===== src/rtl/multicycle_sequencer.sv =====
// Multicycle instruction sequencer: fetch handshake, class decode, per-class micro-steps,
// memory wait states, sticky illegal-opcode trap and a wrapping retired-instruction counter.
module multicycle_sequencer #(
  parameter int DATA_W    = 32,
  parameter int STEP_W    = 3,
  parameter int STEPS_REG = 1,
  parameter int STEPS_IMM = 1,
  parameter int STEPS_BR  = 1,
  parameter int STEPS_LS  = 2,
  parameter int SIGN_EXT  = 1,
  parameter int CNT_W     = 16
) (
  input  logic              i_clock,
  input  logic              i_rst_n,
  input  logic [31:0]       i_ir,
  input  logic              i_ir_valid,
  input  logic [3:0]        i_status,
  input  logic              i_mem_ready,
  input  logic              i_stall,
  output logic              o_fetch_req,
  output logic              o_mem_req,
  output logic [2:0]        o_cls,
  output logic [STEP_W-1:0] o_step,
  output logic [DATA_W-1:0] o_k,
  output logic [3:0]        o_status_q,
  output logic              o_done,
  output logic              o_trap,
  output logic [CNT_W-1:0]  o_retired
);

  typedef enum logic [1:0] {S_FETCH, S_EXEC, S_TRAP} state_t;

  localparam logic [2:0] CLS_REG = 3'd0;
  localparam logic [2:0] CLS_IMM = 3'd1;
  localparam logic [2:0] CLS_BR  = 3'd2;
  localparam logic [2:0] CLS_LS  = 3'd3;
  localparam logic [2:0] CLS_ILL = 3'd7;

  localparam logic [STEP_W-1:0] LAST_REG = STEP_W'(STEPS_REG - 1);
  localparam logic [STEP_W-1:0] LAST_IMM = STEP_W'(STEPS_IMM - 1);
  localparam logic [STEP_W-1:0] LAST_BR  = STEP_W'(STEPS_BR - 1);
  localparam logic [STEP_W-1:0] LAST_LS  = STEP_W'(STEPS_LS - 1);
  localparam logic              SE       = (SIGN_EXT != 0);

  state_t             r_state, w_state_next;
  logic [STEP_W-1:0]  r_step, w_step_next;
  logic [31:0]        r_ir, w_ir_next;
  logic [2:0]         r_cls, w_cls_next;
  logic [3:0]         r_status, w_status_next;
  logic [CNT_W-1:0]   r_retired, w_retired_next;
  logic [STEP_W-1:0]  w_last;
  logic               w_mem_req;
  logic               w_adv;
  logic [2:0]         w_dec;
  logic [DATA_W-1:0]  w_k;
  logic               w_unused_ir;

  function automatic logic [2:0] f_decode(input logic [31:0] ir);
    if (ir[27] && ir[25] && !ir[26])       return CLS_REG;
    else if (ir[28] && !ir[27] && ir[26])  return CLS_BR;
    else if (ir[28] && !ir[27] && !ir[26]) return CLS_IMM;
    else if (ir[27] && !ir[25])            return CLS_LS;
    else                                   return CLS_ILL;
  endfunction

  // Class-selection bits of the latched word never feed the immediate.
  assign w_unused_ir = ^r_ir[28:26];

  assign w_dec     = f_decode(i_ir);
  assign w_mem_req = (r_state == S_EXEC) && (r_cls == CLS_LS) && (r_step == STEP_W'(1));
  assign w_adv     = !i_stall && !(w_mem_req && !i_mem_ready);

  always_comb begin
    w_last = '0;
    case (r_cls)
      CLS_REG: w_last = LAST_REG;
      CLS_IMM: w_last = LAST_IMM;
      CLS_BR:  w_last = LAST_BR;
      CLS_LS:  w_last = LAST_LS;
      default: w_last = '0;
    endcase
  end

  always_ff @(posedge i_clock or negedge i_rst_n) begin
    if (!i_rst_n) begin
      r_state   <= S_FETCH;
      r_step    <= '0;
      r_ir      <= '0;
      r_cls     <= CLS_REG;
      r_status  <= '0;
      r_retired <= '0;
    end else begin
      r_state   <= w_state_next;
      r_step    <= w_step_next;
      r_ir      <= w_ir_next;
      r_cls     <= w_cls_next;
      r_status  <= w_status_next;
      r_retired <= w_retired_next;
    end
  end

  always_comb begin
    w_state_next   = r_state;
    w_step_next    = r_step;
    w_ir_next      = r_ir;
    w_cls_next     = r_cls;
    w_status_next  = r_status;
    w_retired_next = r_retired;
    o_fetch_req    = 1'b0;
    o_done         = 1'b0;
    o_trap         = 1'b0;
    case (r_state)
      S_FETCH: begin
        o_fetch_req = !i_stall;
        if (i_ir_valid && !i_stall) begin
          w_ir_next     = i_ir;
          w_status_next = i_status;
          w_step_next   = '0;
          w_cls_next    = w_dec;
          w_state_next  = (w_dec == CLS_ILL) ? S_TRAP : S_EXEC;
        end
      end
      S_EXEC: begin
        if (w_adv) begin
          if (r_step == w_last) begin
            o_done         = 1'b1;
            w_retired_next = r_retired + 1'b1;
            w_state_next   = S_FETCH;
          end else begin
            w_step_next = r_step + 1'b1;
          end
        end
      end
      S_TRAP:  o_trap = 1'b1;
      default: w_state_next = S_FETCH;
    endcase
  end

  // Immediate is only meaningful while executing; it reads as zero otherwise.
  always_comb begin
    w_k = '0;
    if (r_state == S_EXEC) begin
      case (r_cls)
        CLS_REG: w_k = DATA_W'(r_ir[15:10]);
        CLS_IMM: w_k = DATA_W'(r_ir[21:10]);
        CLS_LS:  w_k = {{(DATA_W-9){SE & r_ir[20]}}, r_ir[20:12]};
        CLS_BR: begin
          if (r_ir[31:29] == 3'b000)
            w_k = {{(DATA_W-26){SE & r_ir[25]}}, r_ir[25:0]};
          else
            w_k = {{(DATA_W-19){SE & r_ir[23]}}, r_ir[23:5]};
        end
        default: w_k = '0;
      endcase
    end
  end

  assign o_mem_req  = w_mem_req;
  assign o_cls      = r_cls;
  assign o_step     = r_step;
  assign o_k        = w_k;
  assign o_status_q = r_status;
  assign o_retired  = r_retired;

endmodule

===== config.mk =====
export PLATFORM = sky130hd
export DESIGN_NAME = multicycle_sequencer
export DESIGN_NICKNAME = d
export VERILOG_FILES = /design/src/rtl/multicycle_sequencer.sv
export SDC_FILE = /design/constraint.sdc
export NUM_CORES = 1
export LEC_CHECK = 0
export CELL_PAD_IN_SITES_DETAIL_PLACEMENT = 2
export CELL_PAD_IN_SITES_GLOBAL_PLACEMENT = 2
export CORE_ASPECT_RATIO = 0.5
export CORE_MARGIN = 1
export CORE_UTILIZATION = 29
export CTS_CLUSTER_DIAMETER = 100
export CTS_CLUSTER_SIZE = 10
export DETAILED_ROUTE_END_ITERATION = 7
export PLACE_DENSITY_LB_ADDON = 0.1
export RECOVER_POWER = 50
export SLEW_MARGIN = 20
export SYNTH_ARGS = -nofsm -noshare
export SYNTH_HDL_FRONTEND = slang
export SYNTH_SLANG_ARGS = --single-unit
export TNS_END_PERCENT = 30

===== constraint.sdc =====
create_clock -name i_clock -period 3.2 [get_ports i_clock]
set_input_delay 0.32 -clock i_clock [delete_from_list [all_inputs] [get_ports i_clock]]
set_output_delay 0.32 -clock i_clock [all_outputs]
set_load 0.05 [all_outputs]

==> metrics.md <==
| Metric | Value |
|---|---|
| Dpl cells | `600` |
| DR iter-0 viols | `98` |
| Adder-cell area share of the yosys netlist | `0.0116` |
| Final HPWL DP | `8.19 mm` |
| Hold slack | `0.471 ns` |
| Leak | `2.20 nW` |
| Gr busiest metal | `met2` |
| Seq pwr share | `0.327` |
| Worst slew margin | `-0.113` |
| Vias in the first global route | `3492` |
| Worst skew pair latency | `0.33 ns` |
| Io pins | `103` |
| Via count | `3059` |
| Sw Pwr | `1.73 mW` |
| GRT Overall Usage | `0.215` |
| R2r setup slk | `0.68 ns` |
| Worst-margin pin slew | `1.67 ns` |
| DIE AREA | `11600 sq um` |
| Fraction of registers with async set/reset | `1.00` |
| Area grow syn2layout | `53.4%` |
| Met3 usage | `0.0530` |
| Die height | `76.7 um` |
| Syn_area_per_cell | `8.70 sq um` |
| Failing checks | `capacitance limit, slew limit` |
| # diodes | `0` |
| Fill cell count | `1112` |
| Top cell family by delay on the critical path | `compound AO/OA/AOI/OAI gates` |
| Critical path peak fanout | `19` |
| Pint | `2.30 mW` |
| WL/cell | `18.9 um` |
| Initial Util | `0.308` |
| Met1 Resource Use GR | `0.276` |
| Max-Cap Viols | `1` |
| PortBufs | `102` |
| Area leader, netlist | `dfrtp_1` |
| Worst vdd ir | `0.425 mV` |
| Crit path largest cell delay | `0.61 ns` |
| FF-to-FF Start | `r_state[0]` |
| Number of warnings issued by yosys | `0` |
| Final wirelength | `11.6 mm` |
| CP bufs+invs | `1` |
| Top cells by area, synth | `dfrtp_1, nand2_1, mux2_2` |
| Clock buffer depth | `2` |
| Die X | `151 um` |
| Part of the Yosys area used for sequential elements | `0.441` |
| Setup TNS | `0 ns` |
| Worst Hold Class | `reg -> reg` |
| EDFF count, synth | `0` |
| Syn Nets | `416` |
| Synth Area in XOR/XNOR | `0.0406` |
| # DRC | `0` |
| Non-filler cells, final | `616` |
| Setup ws final | `0.199 ns` |
| Final Util | `0.472` |
| Final worst path period need | `3.00 ns` |
| Syn Inst Count | `372` |
| Setup crit start kind | `flip-flop` |
| Core region area | `10500 sq um` |
| Unrepaired setup endpoints after global routing | `false` |
| TritonCTS clock tree | `yes` |
| Status | `complete, but fails checks` |
| 1st-pass router iterations | `4` |
| Detail Route Antenna Nets | `0` |
| Met2 Track Usage GR | `0.359` |
| CTS Root Cell | `clkbuf_16` |
| Post-Syn Area | `3240 sq um` |
| Setup slack after placement | `0.543 ns` |
| Worst Clk Skew | `0.00426 ns` |
| Tcrit/Tclk final | `0.938` |
| Multiplexer area fraction after synthesis | `0.0862` |
| Distinct cells, synth | `43` |
| Final setup fails | `0` |
| CTS H-Tree Depth | `3` |
| F_max | `333 MHz` |
| Worst Setup SP | `r_state[0]` |
| Share of layout cells above drive strength 1 | `0.185` |
| Initial antenna violation count | `0` |
| Clk sinks | `57` |
| Worst-path clk slew | `0.05 ns` |
| Comb pwr share | `0.445` |
| CTS Buf Count | `9` |
| Sw Ratio | `0.429` |
| Ys flop type | `dfrtp_1` |
| First-pass GRT wire length | `18.8 mm` |
| Post-synthesis simple-gate area fraction | `0.282` |
| RePlAce Congestion | `0.839` |
| Yosys reg bits | `57` |
| Crit-path cells | `nand2b_1, or2_2, a21oi_1, o21a_1, buf_12` |
| Pwr/cell area | `812 nW/um^2` |
| Final Hold Viols | `0` |
| Nets | `516` |
| Floorplan row count | `26` |
| WP data arrival | `2.68 ns` |
| Clock Power Share | `0.228` |
| Largest family of logic cells by synthesized area | `simple AND/OR/NAND/NOR gates` |
| Via/cell ratio | `4.97` |
| CP Class | `reg -> out` |
| Top cell type's share of synthesized area | `0.441` |
| CP Capture Type | `output pin` |
| Pin count of the biggest net entering global routing | `38` |
| Complex-gate fraction of the synthesized area | `0.0978` |
| Hold Startpoint | `o_status_q[2]` |
| Critical path's slowest cell | `o21a_1` |
| GRT Residual Overflow | `0` |
| Fin. max-slew vios | `38` |
| Postcts setup bufs | `0` |
| Required time worst endpoint | `2.88 ns` |
==> per-layer routing <==
| metal | vias up | wire length, um | part of all wire |
|---|---|---|---|
| li1 | 1453 | - | - |
| met1 | 1535 | 5470 | 0.47 |
| met2 | 60 | 5610 | 0.48 |
| met3 | 11 | 433 | 0.037 |
| met4 | 0 | 124 | 0.011 |
| met5 | - | 0 | 0 |
==> sequential cells by signal, indices dropped and copies added, names as in the netlist <==
signal      cells
o_step          3
o_cls           3
r_state         2
o_status_q      4
o_retired      16
r_ir           29
==> power by group through the flow <==
stage / Combinational (mW) / Clock, mW / Sequential [mW]
2_1_floorplan: 1.01 / 0 / 1.45
3_3_place_gp: 1.73 / 0 / 1.30
3_5_place_dp: 1.79 / 0 / 1.32
4_1_cts: 1.83 / 0.938 / 1.32
5_1_grt: 1.95 / 0.966 / 1.36
6_report: 1.80 / 0.918 / 1.32
==> logic make-up (layout without fill, tap and decap cells) <==
family | Yosys count | in the layout
AOI/OAI and AO/OA | 49 | 49
xor gates and xnor gates | 15 | 15
adders and majority gates | 3 | 3
muxes | 25 | 25
buffers and inverters | 26 | 130
and+or+nand+nor | 197 | 197
DFF | 57 | 57
==> cell usage after synthesis, types with 5 or more instances <==
master,instances
xor2_1,14
buf_4,8
buf_2,5
nor4_1,10
clkbuf_1,9
nor2b_1,9
mux2_2,23
nand3_1,7
a21oi_1,16
o21a_1,8
dfrtp_1,57
a31oi_1,7
o21ai_0,8
a22oi_1,6
nand2_1,126
nor3_1,7
nor2_1,12
==> timing repair <==
action                    4_1_cts  5_1_grt
gates resized for setup         0        0
hold endpoints to repair       21        0
hold buffers                    1        0
==> layout make-up <==
class	instances	area, sq um	share of cell area
clock buffer	12	267	0.0537
clock inverter	3	15.0	0.00302
inverter	3	11.3	0.00227
multi-input combinational	289	1680	0.338
sequential	57	1430	0.287
tap	140	175	0.0353
timing repair buffer	112	1390	0.281
==> worst register-to-register path: cells and delay by family, from the launching register on <==
family | cells | cell delay [ns]
buffers and inverters | 1 | 1.21
and+or+nand+nor | 2 | 0.28
AOI/OAI and AO/OA | 1 | 0.26
DFF | 1 | 0.58
==> path summary, 6_finish.rpt <==
path                                       to  depth (start not counted)
worst min-delay path            o_status_q[2]                          2
min in group asynchronous       o_retired[12]                          2
worst min register to register  o_status_q[2]                          2
worst max-delay path                  o_k[26]                          5
max in group asynchronous            r_ir[24]                          3
worst max register to register       o_cls[1]                          4
==> placed cells by master, fill, tap and decap left out, types with 2 or more instances in the layout <==
| cell type | count |
|---|---|
| clkbuf_8 | 3 |
| o21a_1 | 8 |
| nor4_1 | 10 |
| o21ai_0 | 8 |
| nor3_1 | 7 |
| and4_1 | 2 |
| clkbuf_16 | 9 |
| a21oi_1 | 16 |
| clkinv_2 | 3 |
| a22oi_1 | 6 |
| clkbuf_1 | 2 |
| ha_1 | 3 |
| or2_2 | 3 |
| nor2b_1 | 9 |
| dfrtp_1 | 57 |
| nand2_1 | 126 |
| nor2_1 | 12 |
| nor3b_2 | 2 |
| nand3_1 | 7 |
| buf_4 | 8 |
| nand3b_1 | 2 |
| dlygate4sd3_1 | 7 |
| xor2_1 | 14 |
| nand4_1 | 2 |
| inv_1 | 3 |
| buf_12 | 31 |
| mux2i_1 | 2 |
| mux2_2 | 23 |
| clkdlybuf4s50_1 | 63 |
| a31oi_1 | 7 |
| nand2b_1 | 4 |
==> per-stage QoR <==
step,area [sq um],power [mW]
2_1_floorplan,3240,2.46
6_report,4960,4.03
3_3_place_gp,4680,3.03
3_5_place_dp,4680,3.11
4_1_cts,4970,4.09
5_1_grt,4960,4.28
(Power assumes the default switching activity.)
